### src/rtl/lm07_pkg.sv
`timescale 1ns/1ps
// lm07_pkg: shared constants, FSM state type and helpers for the LM07 emulator.
package lm07_pkg;

    localparam int         FRAME_BITS_DEF  = 16;
    localparam int         MAX_MAG_DEF     = 99;
    localparam logic [7:0] FILL_DEF        = 8'h00;
    localparam int         SYNC_STAGES_DEF = 2;

    // Serial word layout: {sign, magnitude[6:0], fill[7:0]}, MSB first.
    localparam int WORD_BITS = 16;
    localparam int SIGN_BIT  = 15;
    localparam int MAG_HI    = 14;
    localparam int MAG_LO    = 8;

    typedef enum logic [1:0] {
        IDLE  = 2'd0,
        SHIFT = 2'd1,
        DONE  = 2'd2
    } lm07_state_e;

    // Saturate a 7-bit magnitude at the given limit.
    function automatic logic [6:0] sat_mag(input logic [6:0] mag, input logic [6:0] limit);
        return (mag > limit) ? limit : mag;
    endfunction

endpackage

### src/rtl/lm07_emu_slave_if.sv
`timescale 1ns/1ps
// lm07_emu_slave_if: 3-wire read link between sensor-read master and LM07 responder.
interface lm07_emu_slave_if;
    logic CS;      // chip select, active low
    logic SCK;     // serial clock, idles low
    logic SIO;     // serial data, responder to master
    logic SIO_OE;  // board tristate control for SIO

    modport master (output CS, output SCK, input SIO, input SIO_OE);
    modport slave  (input CS, input SCK, output SIO, output SIO_OE);
endinterface

### src/rtl/lm07_sync_edge.sv
`timescale 1ns/1ps
// lm07_sync_edge: multi-flop synchroniser for an asynchronous pin followed by a
// one-cycle rise/fall detector. STAGES must be at least 2.
module lm07_sync_edge #(
    parameter int   STAGES = 2,
    parameter logic INIT   = 1'b0
) (
    input  logic clk_i,
    input  logic rstn_i,
    input  logic d_i,
    output logic rise_o,
    output logic fall_o
);

    logic [STAGES-1:0] sync_q;
    logic              prev_q;

    // Shift the pin through the synchroniser chain and keep one cycle of history.
    always_ff @(posedge clk_i) begin
        if (!rstn_i) begin
            sync_q <= {STAGES{INIT}};
            prev_q <= INIT;
        end else begin
            sync_q <= {sync_q[STAGES-2:0], d_i};
            prev_q <= sync_q[STAGES-1];
        end
    end

    assign rise_o = sync_q[STAGES-1] & ~prev_q;
    assign fall_o = ~sync_q[STAGES-1] & prev_q;

endmodule

### src/rtl/lm07_emu_slave.sv
`timescale 1ns/1ps
// lm07_emu_slave: LM07 temperature sensor emulator, target end of the CS/SCK/SIO
// read link. Optional macro LM07_PARITY_EN replaces frame bit 0 with even parity
// over bits 15..1; without it bit 0 carries FILL[0].
module lm07_emu_slave
    import lm07_pkg::*;
#(
    parameter int         FRAME_BITS  = FRAME_BITS_DEF,
    parameter int         MAX_MAG     = MAX_MAG_DEF,
    parameter logic [7:0] FILL        = FILL_DEF,
    parameter int         SYNC_STAGES = SYNC_STAGES_DEF
) (
    input  logic             SYSCLK,
    input  logic             RSTN,
    lm07_emu_slave_if.slave  spi,
    input  logic             TEMP_WE,
    input  logic             TEMP_SIGN,
    input  logic [6:0]       TEMP_MAG,
    output logic             BUSY,
    output logic             FRAME_DONE,
    output logic             ABORT,
    output logic             CLAMPED
);

    localparam logic [1:0] ST_IDLE  = 2'(IDLE);
    localparam logic [1:0] ST_SHIFT = 2'(SHIFT);
    localparam logic [1:0] ST_DONE  = 2'(DONE);

    localparam logic [6:0] MAX_MAG_7 = 7'(MAX_MAG);
    localparam logic [4:0] FRAME_CNT = 5'(FRAME_BITS);

    logic cs_rise, cs_fall, sck_fall, sck_rise_unused;

    lm07_sync_edge #(.STAGES(SYNC_STAGES), .INIT(1'b1)) u_cs_sync (
        .clk_i  (SYSCLK),
        .rstn_i (RSTN),
        .d_i    (spi.CS),
        .rise_o (cs_rise),
        .fall_o (cs_fall)
    );

    // The master samples on SCK rise, so only the falling edge matters here.
    lm07_sync_edge #(.STAGES(SYNC_STAGES), .INIT(1'b0)) u_sck_sync (
        .clk_i  (SYSCLK),
        .rstn_i (RSTN),
        .d_i    (spi.SCK),
        .rise_o (sck_rise_unused),
        .fall_o (sck_fall)
    );

    // Holding register write path: saturate, and fold negative zero to positive.
    logic       sign_h_q, clamped_q;
    logic [6:0] mag_h_q;
    logic [6:0] wr_mag;
    logic       wr_sign;

    assign wr_mag  = sat_mag(TEMP_MAG, MAX_MAG_7);
    assign wr_sign = TEMP_SIGN & (wr_mag != 7'd0);

    // Capture the temperature on a write strobe and track whether it was saturated.
    always_ff @(posedge SYSCLK) begin
        if (!RSTN) begin
            sign_h_q  <= 1'b0;
            mag_h_q   <= 7'd0;
            clamped_q <= 1'b0;
        end else if (TEMP_WE) begin
            sign_h_q  <= wr_sign;
            mag_h_q   <= wr_mag;
            clamped_q <= (TEMP_MAG > MAX_MAG_7);
        end
    end

    // Build the frame word; a write in the snapshot cycle bypasses the holding register.
    logic [WORD_BITS-1:0] frame_word;
    always_comb begin
        frame_word                 = '0;
        frame_word[SIGN_BIT]       = TEMP_WE ? wr_sign : sign_h_q;
        frame_word[MAG_HI:MAG_LO]  = TEMP_WE ? wr_mag  : mag_h_q;
        frame_word[MAG_LO-1:1]     = FILL[7:1];
`ifdef LM07_PARITY_EN
        frame_word[0]              = ^frame_word[WORD_BITS-1:1];
`else
        frame_word[0]              = FILL[0];
`endif
    end

    // Frame FSM: shift_q[MSB] is the SIO pin, cleared whenever no data bit is due.
    logic [1:0]           state_q, state_d;
    logic [WORD_BITS-1:0] shift_q, shift_d;
    logic [4:0]           count_q, count_d;
    logic                 done_q, done_d;
    logic                 abort_q, abort_d;

    // Next-state logic for the frame sequencer.
    always_comb begin
        state_d = state_q;
        shift_d = shift_q;
        count_d = count_q;
        done_d  = 1'b0;
        abort_d = 1'b0;
        case (state_q)
            ST_IDLE: begin
                shift_d = '0;
                if (cs_fall) begin
                    shift_d = frame_word;
                    count_d = 5'd1;
                    state_d = ST_SHIFT;
                end
            end
            ST_SHIFT: begin
                if (cs_rise) begin
                    abort_d = 1'b1;
                    shift_d = '0;
                    count_d = 5'd0;
                    state_d = ST_IDLE;
                end else if (sck_fall) begin
                    if (count_q >= FRAME_CNT) begin
                        shift_d = '0;
                        state_d = ST_DONE;
                    end else begin
                        shift_d = {shift_q[WORD_BITS-2:0], 1'b0};
                        count_d = count_q + 5'd1;
                    end
                end
            end
            ST_DONE: begin
                shift_d = '0;
                if (cs_rise) begin
                    done_d  = 1'b1;
                    count_d = 5'd0;
                    state_d = ST_IDLE;
                end
            end
            default: begin
                shift_d = '0;
                count_d = 5'd0;
                state_d = ST_IDLE;
            end
        endcase
    end

    // Register the sequencer state and the one-cycle status pulses.
    always_ff @(posedge SYSCLK) begin
        if (!RSTN) begin
            state_q <= ST_IDLE;
            shift_q <= '0;
            count_q <= 5'd0;
            done_q  <= 1'b0;
            abort_q <= 1'b0;
        end else begin
            state_q <= state_d;
            shift_q <= shift_d;
            count_q <= count_d;
            done_q  <= done_d;
            abort_q <= abort_d;
        end
    end

    assign BUSY       = (state_q != ST_IDLE);
    assign spi.SIO_OE = BUSY;
    assign spi.SIO    = shift_q[WORD_BITS-1];
    assign FRAME_DONE = done_q;
    assign ABORT      = abort_q;
    assign CLAMPED    = clamped_q;

endmodule

### src/flat_wrapper.sv
// flat-port wrapper written by rule: the top's interface ports become plain ports
module lm07_emu_slave_flat import lm07_pkg::*;
#(
    parameter int         FRAME_BITS  = FRAME_BITS_DEF,
    parameter int         MAX_MAG     = MAX_MAG_DEF,
    parameter logic [7:0] FILL        = FILL_DEF,
    parameter int         SYNC_STAGES = SYNC_STAGES_DEF
)
  (SYSCLK, RSTN, TEMP_WE, TEMP_SIGN, TEMP_MAG, BUSY, FRAME_DONE, ABORT, CLAMPED, spi_CS, spi_SCK, spi_SIO, spi_SIO_OE);
  lm07_emu_slave_if spi_i ();
  input  logic SYSCLK;
  input  logic RSTN;
  input  logic TEMP_WE;
  input  logic TEMP_SIGN;
  input  logic [6:0] TEMP_MAG;
  output logic BUSY;
  output logic FRAME_DONE;
  output logic ABORT;
  output logic CLAMPED;
  input wire logic [$bits(spi_i.CS)-1:0] spi_CS;
  input wire logic [$bits(spi_i.SCK)-1:0] spi_SCK;
  output wire logic [$bits(spi_i.SIO)-1:0] spi_SIO;
  output wire logic [$bits(spi_i.SIO_OE)-1:0] spi_SIO_OE;
  assign spi_i.CS = spi_CS;
  assign spi_i.SCK = spi_SCK;
  assign spi_SIO = spi_i.SIO;
  assign spi_SIO_OE = spi_i.SIO_OE;
  lm07_emu_slave #(.FRAME_BITS(FRAME_BITS), .MAX_MAG(MAX_MAG), .FILL(FILL), .SYNC_STAGES(SYNC_STAGES)) u_core (.SYSCLK(SYSCLK), .RSTN(RSTN), .spi(spi_i), .TEMP_WE(TEMP_WE), .TEMP_SIGN(TEMP_SIGN), .TEMP_MAG(TEMP_MAG), .BUSY(BUSY), .FRAME_DONE(FRAME_DONE), .ABORT(ABORT), .CLAMPED(CLAMPED));
endmodule
### config.mk
export PLATFORM = sky130hd
export DESIGN_NAME = lm07_emu_slave_flat
export DESIGN_NICKNAME = d
export VERILOG_FILES = /design/src/rtl/lm07_pkg.sv /design/src/rtl/lm07_emu_slave_if.sv /design/src/rtl/lm07_sync_edge.sv /design/src/rtl/lm07_emu_slave.sv /design/src/flat_wrapper.sv
export SDC_FILE = /design/constraint.sdc
export NUM_CORES = 1
export LEC_CHECK = 0
export CORE_MARGIN = 2
export CORE_UTILIZATION = 35
export DETAILED_ROUTE_END_ITERATION = 10
export SYNTH_ARGS = -nofsm -noshare
export SYNTH_HDL_FRONTEND = slang
export SYNTH_SLANG_ARGS = --single-unit
### constraint.sdc
create_clock -name SYSCLK -period 1.9 [get_ports SYSCLK]
set_clock_uncertainty 0.15 [all_clocks]
set_input_delay 0.38 -clock SYSCLK [delete_from_list [all_inputs] [get_ports SYSCLK]]
set_output_delay 0.38 -clock SYSCLK [all_outputs]
set_load 0.05 [all_outputs]
# Yosys cells after proc, flatten, opt, wreduce, memory -nomap -nowiden
# Cells that the tools add are included.
# totals
ff_bits,40
# classes
addsub,1
order_cmp,2
n_eq_ne,7
muxes,21
n_bitwise,7
reduce_logical,7
# ops
operator,n
$mux 16,4
$pmux 16 s2,1
$mux 5,5
$pmux 5 s3,1
$mux 7,2
$mux 2,5
$reduce_and 4->1,2
$gt 7x7->1 const B,1
$reduce_bool 7->1,1
$ne 3x1->1 const B,2
$pmux 2 s3,1
$add 5x1->5 const B,1
$ge 5x5->1 const B,1
$and 1x1->1,4
$ne 2x1->1 const B,2
$reduce_and 2->1,2
$ne 3x2->1 const B,1
$not 1->1,3
$eq 2x1->1 const B,1
$eq 2x2->1 const B,1
$logic_not 2->1,1
$mux 1,2
$reduce_bool 2->1,1

# Longest topological paths before layout
# depth
ltp_word,7
depth_mapped,5
ltp_nobuf,4

# By module
# From an unflattened synthesis, not the netlist that was laid out.
# unflattened
cells_unflattened,149
area_unflattened_um2,1392.6
# modules_own_cells
module,instances,cells_per_inst,area_per_inst_um2
lm07_emu_slave,1,133,1209.9
lm07_sync_edge,2,8,91.3

# Least setup slack after synthesis
# OpenSTA, ideal clock, no wires.
# synth_path
path_kind,register to register
start,register u_core.state_q[1]
end,register u_core.count_q[2]
arrival_ps,1474
required_ps,1683
setup_slack_ps,209
stages_incl_launch_ff,5
n_path_buf,0
cell_sequence,dfxtp_1 -> or2_2 -> o22ai_4 -> or4_4 -> a21oi_2
# synth_between
elab_chain_cells,3
word_cells_on_any_way,9
classes_between,6 x eq/ne; 1 x mux; 2 x reduce/logical
# synth_rtl
element,line_no,rtl
start: declaration,lm07_emu_slave.sv:88,"logic [1:0] state_q, state_d;"
start signal: assignment,lm07_emu_slave.sv:151,state_q <= state_d;
"$eq 2x1->1, or another cell as far along",lm07_emu_slave.sv:101,case (state_q)
"$ne 3x1->1 (no source line), or another cell as far along",-,
$reduce_and 4->1 (no source line),-,
end signal: assignment,lm07_emu_slave.sv:153,count_q <= count_d;
end: declaration,lm07_emu_slave.sv:90,"logic [4:0] count_q, count_d;"
# Parallel ways exist; a longest one is shown, timed or not.
# A chain may end at the register's enable or synchronous reset.

# Worst setup path in the final report
# layout_path
start,register u_core.state_q[0]
end,output port spi_SIO_OE
# layout_between
elab_chain_cells,1
# layout_rtl
element,line_no,rtl
$reduce_bool 2->1,lm07_emu_slave.sv:159,assign BUSY = (state_q != ST_IDLE);
end: declaration,flat_wrapper.sv:23,output wire logic [$bits(spi_i.SIO_OE)-1:0] spi_SIO_OE;
# Every way passes these cells.

==> results by group <==
Floorplanning
  – # rows: 23
  – I/O pin total: 19
  – Die area: 4700 um2
  – Core area: 4000 um2
  – Starting Density: 36.5%
  – Die H: 68.6 um
  – Die width: 68.6 um

Placement
  – Hpwl dp: 2.33 mm
  – PortBufs: 18
  – Final GP Congestion: 0.789

Timing
  – RSZ-0062 raised after global routing: true
  – Final Hold Fails: 0
  – Tmin final: 1.87 ns
  – Highest clock rate: 0.536 GHz
  – Final Cycle Share: 98.3%
  – Worst Tran Pin Value: 0.384 ns
  – Rel. slew slack: 74.4%
  – Final setup viols: 0
  – Pins over their slew limit: 0

Layout
  – Layout cell share with drive strength beyond 1: 25.9%
  – Most common cell after layout, fill and taps aside: dfxtp_1
  – Register area: 641 um2
  – Most frequent cells in the layout: dfxtp_1 (32), buf_4 (25), nor2_1 (16)
  – Layout Utilization: 46.9%
  – Nets: 203
  – Multi-input gate area: 752 um2
  – Inserted Diodes: 0
  – Fill count: 396
  – P&R area growth vs syn: 28.4%

Synthesis
  – Synth area leader: dfxtp_1
  – Post-synthesis register bit count: 32
  – Share of the synthesized area in the top cell type: 43.9%
  – Synthesis Warnings: 0
  – Syn nets: 165
  – Unique cell type count in the Yosys netlist: 51
  – Syn_area_per_cell: 9.73 um2
  – Primary FF master, synth: dfxtp_1
  – Syn Inst Count: 150
  – Largest cells by area after synthesis: dfxtp_1 (44%), nor2_1 (4.1%), nor2b_1 (3.0%), mux2i_1 (2.7%), nand2_1 (2.6%)
  – Asr flop ratio synth: 0%
  – Post-synth EDFFs: 0
  – Seq/Total Area, Yosys: 43.9%
  – Post-synthesis instance area: 1460 um2

Global route
  – Vias in the first global route: 1124
  – GRT Util Overall: 15.2%
  – First-pass GRT wire length: 5.12 mm
  – Largest net degree at the start of global routing: 16
  – Initial antenna violation count: 0
  – GRT overflow: 0

Detailed routing
  – Via count: 1190
  – Initial DRT Pass Iterations: 4
  – Routed Antenna Nets: 0
  – Initial drt markers: 52
  – # DRC: 0
  – Routed wire length: 3.15 mm
  – Mean routed wirelength per cell: 13.2 um
  – Via/cell ratio: 4.98

Clocking
  – Root Driver: clkbuf_8
  – H-tree depth: 2
  – CTS sink cnt: 32
  – Clock Latency Late Sink: 0.29 ns
  – TritonCTS clock tree: yes
  – Clock transition at path regs: 0.06 ns
  – Max Root-Sink Buffers: 2
  – Num CTS Buffers: 5

Worst setup path
  – Worst path most repeated cell: buf_4
  – Worst path slowest cell: dfxtp_1
  – Startpoint Class: flip-flop
  – Nature of the critical path endpoint: output port
  – Worst path bufs/invs: 2
  – Worst path arrival time: 1.34 ns
  – Max FO, Critical Path: 5
  – Critical path, cell by cell: buf_4, or2_2, buf_4
  – Req. time, crit path: 1.37 ns
  – Worst path max stage delay: 0.34 ns
  – Crit Path Category: reg -> out
  – Crit path max-delay family: buffers and inverters

Power
  – Power Total: 1430 uW
  – Pwr dens: 760 nW/um2
  – Peak VDD IR: 0.000391 V
  – Pleak: 0.000731 uW

Min path
  – Hold Crit Class: reg -> reg

Status
  – Status: finished clean

Run
  – Max_cap viols: 0
## worst reg2reg max path: cells and delay by family (launching register included)
family	cells	cell delay, ns
buf+inv	2	0.39
compound gates	1	0.12
simple gates	3	0.71
flops	1	0.37
## through the flow
step / setup TNS, ns / std cells / worst slack (ns) / hold WS, ns / cell area, um2
floorplan: 0 / 150 / 0.209 / 0.236 / 1460
global placement: -0.0249 / 229 / -0.0249 / 0.244 / 1760
detailed placement: -0.112 / 229 / -0.0763 / 0.251 / 1760
CTS: 0 / 237 / 0.0414 / 0.271 / 1860
global route: -0.0108 / 239 / -0.00562 / 0.291 / 1870
finish: 0 / 239 / 0.0328 / 0.264 / 1870
## final timing paths
| check | from | to | slack, ns | cells past startpoint |
|---|---|---|---|---|
| hold / removal | u_core.u_cs_sync.sync_q[0] | u_core.u_cs_sync.sync_q[1] | 0.26 | 1 |
| hold reg to reg | u_core.u_cs_sync.sync_q[0] | u_core.u_cs_sync.sync_q[1] | 0.26 | 1 |
| setup reg to reg | u_core.state_q[1] | u_core.shift_q[9] | 0.11 | 6 |
| setup / recovery | u_core.state_q[0] | spi_SIO_OE | 0.03 | 3 |
## power breakdown
part | leakage (uW) | internal, uW | switching, uW
Combinational | 0.000419 | 90.5 | 96.2
Sequential | 0.000261 | 693 | 10.1
Clock | 0.0000510 | 288 | 247
## kinds of logic after synthesis
| family | synth area share [%] |
|---|---|
| AO/OA/AOI/OAI | 18.2 |
| buffers and inverters | 4.80 |
| flip-flops | 43.9 |
| multiplexers | 3.51 |
| AND/OR/NAND/NOR | 27.9 |
| adder cells (fa/ha/maj) | 1.71 |
## repair_timing
action                                 4_1_cts  5_1_grt
hold buffers                                 0        0
gates resized for setup                      0        1
setup endpoints to repair                    0       10
buffers inserted                             0        2
endpoints found under the hold margin        0        0
## layer usage
layer	vias to the layer above	track usage (%)	wire, um
met5	-	0	0
met4	0	9.75	78
met3	5	4.06	162
met2	25	23.7	1420
met1	547	18.4	1490
li1	613	-	-
## cells in the mapped netlist, types with 2 or more instances
master     number
nand2_1        10
a22o_1          2
o21ai_0         5
and2_1          3
dfxtp_1        32
a31oi_1         3
o31ai_1         2
a2bb2oi_1       2
a21oi_1         6
or2_2           2
o31a_1          2
mux2i_1         4
o2bb2ai_1       3
inv_1           4
nand3_1         2
nor3_4          2
nand3b_1        3
ha_1            2
nand2b_1        5
nor2b_1         7
clkbuf_1        2
nor3_1          3
nor2_1         16
## cell type report
type	instances	area share (%)
inverters	5	1.00
multi-input cells	107	40.1
flip-flops and latches	32	34.2
repair buffers	37	16.4
well taps	50	3.34
clock buffers	6	4.41
clock inverters	2	0.534
## registers in the layout, summed over array words and instances (netlist names)
register,flops
u_core.CLAMPED,1
u_core.ABORT,1
u_core.u_cs_sync.sync_q,2
u_core.FRAME_DONE,1
u_core.sign_h_q,1
u_core.state_q,2
u_core.shift_q,8
u_core.mag_h_q,7
u_core.count_q,5
u_core.u_cs_sync.prev_q,1
u_core.u_sck_sync.prev_q,1
u_core.u_sck_sync.sync_q,2
Power figures use the tool's default switching activity.
